### src/rtl/trng_collector.sv
// rtl/trng_collector.sv - TRNG bit collector with repetition-count health test and ready/valid output.
// Optional von Neumann debiasing via `define TRNG_VON_NEUMANN_EN.
module trng_collector #(
    parameter int WIDTH     = 8,
    parameter int REP_LIMIT = 16
) (
    input  logic             clock,
    input  logic             reset_n,
    input  logic             enable,
    input  logic             raw_bit,
    output logic [WIDTH-1:0] data_out,
    output logic             data_valid,
    input  logic             data_ready,
    output logic             overrun,
    output logic             health_fail
);
    localparam int CW = $clog2(WIDTH);

    logic             r_sample;
    logic             r_sample_vld;
    logic             r_prev;
    logic [7:0]       r_rep_cnt;
    logic [WIDTH-1:0] r_shift;
    logic [CW-1:0]    r_bit_cnt;
    logic [WIDTH-1:0] r_data;
    logic             r_valid;
    logic             r_overrun;
    logic             r_health;

    logic             w_proc;
    logic [7:0]       w_rep_next;
    logic             w_trip;
    logic             w_bit_vld;
    logic             w_bit;
    logic             w_accept;
    logic             w_last;
    logic             w_complete;
    logic             w_load;
    logic [WIDTH-1:0] w_word;

    assign w_proc = enable & r_sample_vld;

    // Saturates at the limit; health_fail is sticky so the exact count beyond it is irrelevant.
    always_comb begin
        w_rep_next = 8'd1;
        if ((r_rep_cnt != 8'd0) && (r_sample == r_prev)) begin
            w_rep_next = (r_rep_cnt == 8'(REP_LIMIT)) ? r_rep_cnt : r_rep_cnt + 8'd1;
        end
    end

    assign w_trip = w_proc & (w_rep_next == 8'(REP_LIMIT));

`ifdef TRNG_VON_NEUMANN_EN
    typedef enum logic {PAIR_FIRST, PAIR_SECOND} pair_t;

    pair_t r_pair;
    pair_t w_pair_next;
    logic  r_first;

    always_ff @(posedge clock or negedge reset_n) begin
        if (!reset_n) begin
            r_pair  <= PAIR_FIRST;
            r_first <= 1'b0;
        end else begin
            r_pair <= w_pair_next;
            if (!enable) begin
                r_first <= 1'b0;
            end else if (w_proc && (r_pair == PAIR_FIRST)) begin
                r_first <= r_sample;
            end
        end
    end

    always_comb begin
        w_pair_next = r_pair;
        w_bit_vld   = 1'b0;
        w_bit       = 1'b0;
        if (!enable) begin
            w_pair_next = PAIR_FIRST;
        end else if (w_proc) begin
            case (r_pair)
                PAIR_FIRST: w_pair_next = PAIR_SECOND;
                PAIR_SECOND: begin
                    w_pair_next = PAIR_FIRST;
                    if (r_first != r_sample) begin
                        w_bit_vld = 1'b1;
                        w_bit     = r_first;
                    end
                end
                default: w_pair_next = PAIR_FIRST;
            endcase
        end
    end
`else
    assign w_bit_vld = w_proc;
    assign w_bit     = r_sample;
`endif

    // The sample that trips the health test never makes it into a word.
    assign w_accept   = w_bit_vld & ~r_health & ~w_trip;
    assign w_last     = (r_bit_cnt == CW'(WIDTH - 1));
    assign w_word     = {r_shift[WIDTH-2:0], w_bit};
    assign w_complete = w_accept & w_last;
    assign w_load     = w_complete & (~r_valid | data_ready);

    always_ff @(posedge clock or negedge reset_n) begin
        if (!reset_n) begin
            r_sample     <= 1'b0;
            r_sample_vld <= 1'b0;
            r_prev       <= 1'b0;
            r_rep_cnt    <= 8'd0;
            r_shift      <= '0;
            r_bit_cnt    <= '0;
            r_data       <= '0;
            r_valid      <= 1'b0;
            r_overrun    <= 1'b0;
            r_health     <= 1'b0;
        end else begin
            if (enable) begin
                r_sample     <= raw_bit;
                r_sample_vld <= 1'b1;
            end else begin
                r_sample_vld <= 1'b0;
            end

            if (!enable) begin
                r_bit_cnt <= '0;
                r_shift   <= '0;
                r_rep_cnt <= 8'd0;
            end else if (w_proc) begin
                r_rep_cnt <= w_rep_next;
                r_prev    <= r_sample;
                if (w_accept) begin
                    r_shift   <= w_word;
                    r_bit_cnt <= w_last ? '0 : r_bit_cnt + 1'b1;
                end
            end

            if (w_trip) begin
                r_health <= 1'b1;
            end

            if (w_load) begin
                r_data  <= w_word;
                r_valid <= 1'b1;
            end else if (r_valid && data_ready) begin
                r_valid <= 1'b0;
            end

            if (w_complete && !w_load) begin
                r_overrun <= 1'b1;
            end
        end
    end

    assign data_out    = r_data;
    assign data_valid  = r_valid;
    assign overrun     = r_overrun;
    assign health_fail = r_health;
endmodule

### config.mk
export PLATFORM = sky130hd
export DESIGN_NAME = trng_collector
export DESIGN_NICKNAME = d
export VERILOG_FILES = /design/src/rtl/trng_collector.sv
export SDC_FILE = /design/constraint.sdc
export NUM_CORES = 1
export LEC_CHECK = 0
export ABC_AREA = 1
export CAP_MARGIN = 10
export CORE_ASPECT_RATIO = 0.7
export CORE_UTILIZATION = 54
export DETAILED_ROUTE_END_ITERATION = 10
export PLACE_DENSITY = 0.88
export SETUP_SLACK_MARGIN = 0.4
export SYNTH_ARGS = -nofsm -noshare
export SYNTH_HDL_FRONTEND = slang
export SYNTH_SLANG_ARGS = --single-unit
### constraint.sdc
create_clock -name clock -period 2.5 [get_ports clock]
set_input_delay 0.25 -clock clock [delete_from_list [all_inputs] [get_ports clock]]
set_output_delay 0.25 -clock clock [all_outputs]
set_load 0.02 [all_outputs]
==> impl_metrics.ini <==
[final_layout]
layout_cells_sized_above_1_pct = 15.1
fill_cells = 147
area_growth_pct = 26.2
n_antenna_cell = 0
final_nets = 226
stdcell_count = 252

[place]
place_inst = 241
dpl.hpwl_um = 2660
portBuffers = 15
gpl.final_weighted_congestion = 1.02

[setup_path]
crit_path_start_kind = flip-flop
timing.critical_path.arrival_ns = 2.41
critical_path.max_fanout = 8
cp_data_required_time_ns = 2.73
crit_path_end_kind = flip-flop
crit_type = reg2reg

[synth]
synthTopCellsByCount = sky130_fd_sc_hd__nand2_1, sky130_fd_sc_hd__dfrtp_1, sky130_fd_sc_hd__inv_1, sky130_fd_sc_hd__nor2_1, sky130_fd_sc_hd__o21ai_0
synth_enable_flop_cells = 0
synth.largest_area_cell = sky130_fd_sc_hd__dfrtp_1
post_synth.cell_area_avg_um2 = 8.10
synthCells = 192
synth.area.mux_share_pct = 0
synth.yosys.warnings = 0
synthArstFlopShare_pct = 100
synth.area.top_cells = sky130_fd_sc_hd__dfrtp_1, sky130_fd_sc_hd__nand2_1, sky130_fd_sc_hd__inv_1
share_of_the_synthesized_area_in_the_top_cell_type_pct = 51.5
synth_top_family_by_area = simple AND/OR/NAND/NOR gates
postSynth.topFlopCell = sky130_fd_sc_hd__dfrtp_1
post_synth_and_or_nand_nor_area_fraction_pct = 29.0
synth_compound_gate_area_share_pct = 7.88
net_count_after_synthesis = 201
syn-cell-area_um2 = 1560
netlist_cell_types = 18
yosys.cell_count.top_type = sky130_fd_sc_hd__nand2_1
synth-xor-area-share_pct = 2.25
yosys.area_share.adder_pct = 3.22
seq_area_frac_synth_pct = 51.5
yosys_register_bits = 32

[detailed_routing]
detail_route.vias_per_cell = 5.92
drt_first_iter_violations = 163
route.detailed.wl_per_inst_um = 17.5
wl_met1_um = 1700
drt-pass1-iter-count = 5
ant_nets = 0
highest_layer = met4
vias = 1493
route.met3.wl_um = 528
drc = 0
drt-total-wl_um = 4410
met2RoutedLength_um = 2010

[clocking]
cts_tree = done
clkSlewWorstSetupHoldPaths_ns = 0.07
cts_buffers = 5
clock_sinks = 32
cts.path.max_buffers = 2
clock-root-buffer = sky130_fd_sc_hd__clkbuf_8
htreeDepth = 2
clk_latency_ns = 0.29

[timing]
setup_total_negative_slack_ns = 0
period_needed_ns = 2.17
unrepaired_setup_endpoints_after_global_routing = yes
final-hold-violation-count = 0
peak_freq_mhz = 460
drv_slew = 0
total_of_endpoints_with_negative_setup_slack_in_the_final_report = 0
worst_slew_margin_pct = 72.9
skew_ns = 0.00976
layout_worst_path_cycle_share_pct = 86.9
timing_worst_slew_pin_value_ns = 0.405

[global_route]
grt_antenna_before_repair = 0
global_route_wire_length_before_repair_um = 6040
grt_overflow_total = 0
global_route.usage.total_pct = 28.1
largest_net_degree_at_the_start_of_global_routing = 33
grt_pass1_vias = 1302

[power_and_ir_drop]
power_per_unit_of_standard_cell_area_nw_per_um2 = 562
vdd_ir_drop_max_mv = 0.531
p_leak_nw = 0.949

[floorplanning]
overall_die_area_um2 = 3100
std_cell_rows = 15
die-height_um = 46.9
number_of_top_level_design_ports = 16
die_w_um = 66.1
floorplan.core_area_um2 = 2590
initial_core_util_pct = 60.0

[hold_path]
hp-class = in2async

[run_status]
outcome = complete, no violations

[run]
max_cap_violations = 0
registers in the layout, indices dropped and copies added (netlist names):
| signal | cells |
|---|---|
| r_bit_cnt | 3 |
| r_sample_vld | 1 |
| r_sample | 1 |
| data_valid | 1 |
| health_fail | 1 |
| r_rep_cnt | 8 |
| r_prev | 1 |
| overrun | 1 |
| data_out | 8 |
| r_shift | 7 |
worst paths after layout:
path                       slack (ns)         start  cells after the start            to
min reg2reg                      0.47    r_shift[1]                      2   data_out[2]
max in group asynchronous        1.85       reset_n                      2  r_bit_cnt[0]
min in group clock               0.47    r_shift[1]                      2   data_out[2]
max reg2reg                      0.33  r_rep_cnt[0]                     13   data_out[3]
min                              0.36       reset_n                      2  r_rep_cnt[6]
max                              0.33  r_rep_cnt[0]                     13   data_out[3]
per-layer routing:
metal  vias to the layer above  GRT usage [%]
met5                         -              0
li1                        657              -
met1                       687           34.5
met2                       121           45.1
met3                        28           9.22
met4                         0           16.2
critical path, cell delays in order, from the launching register on:
cell                      delay, ns
sky130_fd_sc_hd__dfrtp_1       0.43
sky130_fd_sc_hd__inv_2         0.09
sky130_fd_sc_hd__ha_4          0.18
sky130_fd_sc_hd__nand3_4       0.11
sky130_fd_sc_hd__nor2_4        0.06
sky130_fd_sc_hd__nor2_4        0.23
sky130_fd_sc_hd__nand2_1       0.15
sky130_fd_sc_hd__nand2_1       0.12
sky130_fd_sc_hd__nor2_2        0.05
sky130_fd_sc_hd__nand3_2       0.14
sky130_fd_sc_hd__nand3_2       0.14
sky130_fd_sc_hd__nor2_4        0.22
sky130_fd_sc_hd__nand2_1       0.12
sky130_fd_sc_hd__nand2_1       0.08
logic make-up after synthesis:
family | Yosys count
AOI/OAI and AO/OA | 22
xor gates and xnor gates | 4
adders and majority gates | 4
buffers and inverters | 23
DFF | 32
and+or+nand+nor | 107
layout make-up:
| class | instances | area [um2] | share of cell area [%] |
|---|---|---|---|
| tap | 34 | 42.5 | 2.17 |
| sequential | 32 | 801 | 40.8 |
| clock buffer | 6 | 72.6 | 3.70 |
| clock inverter | 2 | 35.0 | 1.78 |
| multi-input combinational | 137 | 733 | 37.3 |
| timing repair buffer | 20 | 200 | 10.2 |
| inverter | 21 | 78.8 | 4.02 |
through the flow:
stage               total power, mW  area, um2  util [%]  worst slack, ns  hold WS [ns]
detailed placement            0.604       1750      67.4            0.370         0.457
floorplan                     0.575       1560         -            0.744       -0.0456
CTS                            1.08       1870      72.4            0.422         0.368
global route                   1.14       1960      75.8            0.274         0.396
global placement              0.600       1750      67.4            0.567         0.456
finish                         1.10       1960      75.8            0.328         0.356
cell usage in the layout (no fill, tap or decap), drive strengths merged:
cell / instances
o21ai: 13
o21bai: 1
xor2: 2
xnor2: 2
nand3: 14
nand4: 2
inv: 21
bufinv: 1
buf: 5
clkinv: 1
dfrtp: 32
clkbuf: 6
o22ai: 8
nor2: 19
ha: 4
clkdlybuf4s50: 15
nand2: 72
what timing repair did:
| action | CTS | global route |
|---|---|---|
| hold buffers | 0 | 0 |
| buffers inserted | 1 | 2 |
| endpoints found under the hold margin | 0 | 0 |
| gates resized for setup | 3 | 17 |
| endpoints found under the setup margin | 8 | 20 |
| pin swaps | 0 | 5 |
where the power goes:
part	switching [mW]	internal, mW	leakage [nW]
clock network	0.193	0.295	0.0552
registers	0.0100	0.524	0.435
logic	0.0530	0.0281	0.458
total	0.256	0.848	0.949
Note: power is estimated with default switching activity, not from simulation.
==> patch: new RTL, config.mk and constraints unchanged <==
`WIDTH`: 8 -> 16.
--- a/src/rtl/trng_collector.sv
+++ b/src/rtl/trng_collector.sv
@@ -1,7 +1,7 @@
 // rtl/trng_collector.sv - TRNG bit collector with repetition-count health test and ready/valid output.
 // Optional von Neumann debiasing via `define TRNG_VON_NEUMANN_EN.
 module trng_collector #(
-    parameter int WIDTH     = 8,
+    parameter int WIDTH     = 16,
     parameter int REP_LIMIT = 16
 ) (
     input  logic             clock,
Ports: changed (resized data_out); port bits go from 16 to 24. No check against the original RTL was run, so the function may have changed too.
==> patch against the unedited design <==
Setup slack improved by 34 ps; maximum frequency rose by 1.6%; clock skew down 2.5 ps; power increased by 25%; sequential cell count is 17 higher; via count up 27%; first-iteration DRC count rose by 4.9%; design area grew 53%; die area grew 53%; area after synthesis rose by 56%; routed wire length is 18% higher; critical endpoint is now data_out[14].
==> patch: results <==
export IMPL_status="finished, final reports clean"
export IMPL_nets=301
export IMPL_p_leak_uw=0.00136
export IMPL_multi_input_cells=170
export IMPL_pre_cts_ws_ps=271
export IMPL_grt_pass1_vias=1666
export IMPL_dp_cells=327
export IMPL_cts_resized=1
export IMPL_syn_area_per_cell_um2=9.46
export IMPL_antenna_found_initial=0
export IMPL_clk_pin_slew_worst_paths_ps=90
export IMPL_synth_xor_area_share_pct=1.76
export IMPL_seq_share_pct=41.0
export IMPL_grtUsageTotal_pct=22.3
export IMPL_clkCellAreaFrac_pct=3.01
export IMPL_synth_common_cells="nand2_1 (71), dfrtp_1 (49), inv_1 (29)"
export IMPL_fin_cells=346
export IMPL_place_area_um2=2670
export IMPL_totalWireLength_um=5190
export IMPL_finalWeightedCongestion=0.906
export IMPL_cts_setup_buffers=0
export IMPL_vdd_ir_drop_max_uv=330
export IMPL_multi_input_area_share_pct=37.5
export IMPL_synth_distinct_cells=34
export IMPL_fillerInstances=288
export IMPL_synthAdderAreaFrac_pct=1.55
export IMPL_cp_data_arrival_time_ps=2330
export IMPL_layout_drive_gt1_share_pct=28.9
export IMPL_seq_area_frac_synth_pct=50.6
export IMPL_syn_num_nets=264
export IMPL_synth_area_leaders="dfrtp_1 (51%), nand2_1 (11%), o22ai_2 (5.2%), inv_1 (4.5%), nand2_2 (4.1%)"
export IMPL_nClkBuffers=5
export IMPL_synth_compound_area_share_pct=10.3
export IMPL_max_stage_delay_ps=450
export IMPL_cp_max_fo=6
export IMPL_seqCellArea_um2=1230
export IMPL_dp_hpwl_um=3150
export IMPL_grt_start_max_net_pins=50
export IMPL_drt_iter0_drc=171
export IMPL_ys_ff_latch=49
export IMPL_routed_via_count=1896
export IMPL_nonClockInverterCount=31
patch: power breakdown:
group	switching (uW)	internal, uW
Clock	277	199
Sequential	7.82	799
Combinational	67.8	32.6
Total	352	1030
patch: final timing paths:
kind | cells past startpoint | to | slack [ps]
setup / recovery | 14 | data_out[14] | 360
min in group clock | 2 | data_out[5] | 490
hold / removal | 2 | r_rep_cnt[2] | 30
setup reg to reg | 14 | data_out[14] | 360
max in group asynchronous | 2 | r_rep_cnt[1] | 2010
hold reg to reg | 2 | data_out[5] | 490
patch: metal layers:
layer	wire length (um)	vias up	part of all wire [%]	GRT usage, %
met5	0	-	0	0
met4	87	0	1.7	5.51
met3	355	12	6.8	5.67
met2	2260	72	43	31.3
met1	2490	924	48	34.6
li1	-	888	-	-
patch: cells by family after synthesis:
logic type	after synthesis
simple gates	130
compound gates	32
fa+ha+maj	3
flops	49
buf+inv	38
xor+xnor	4
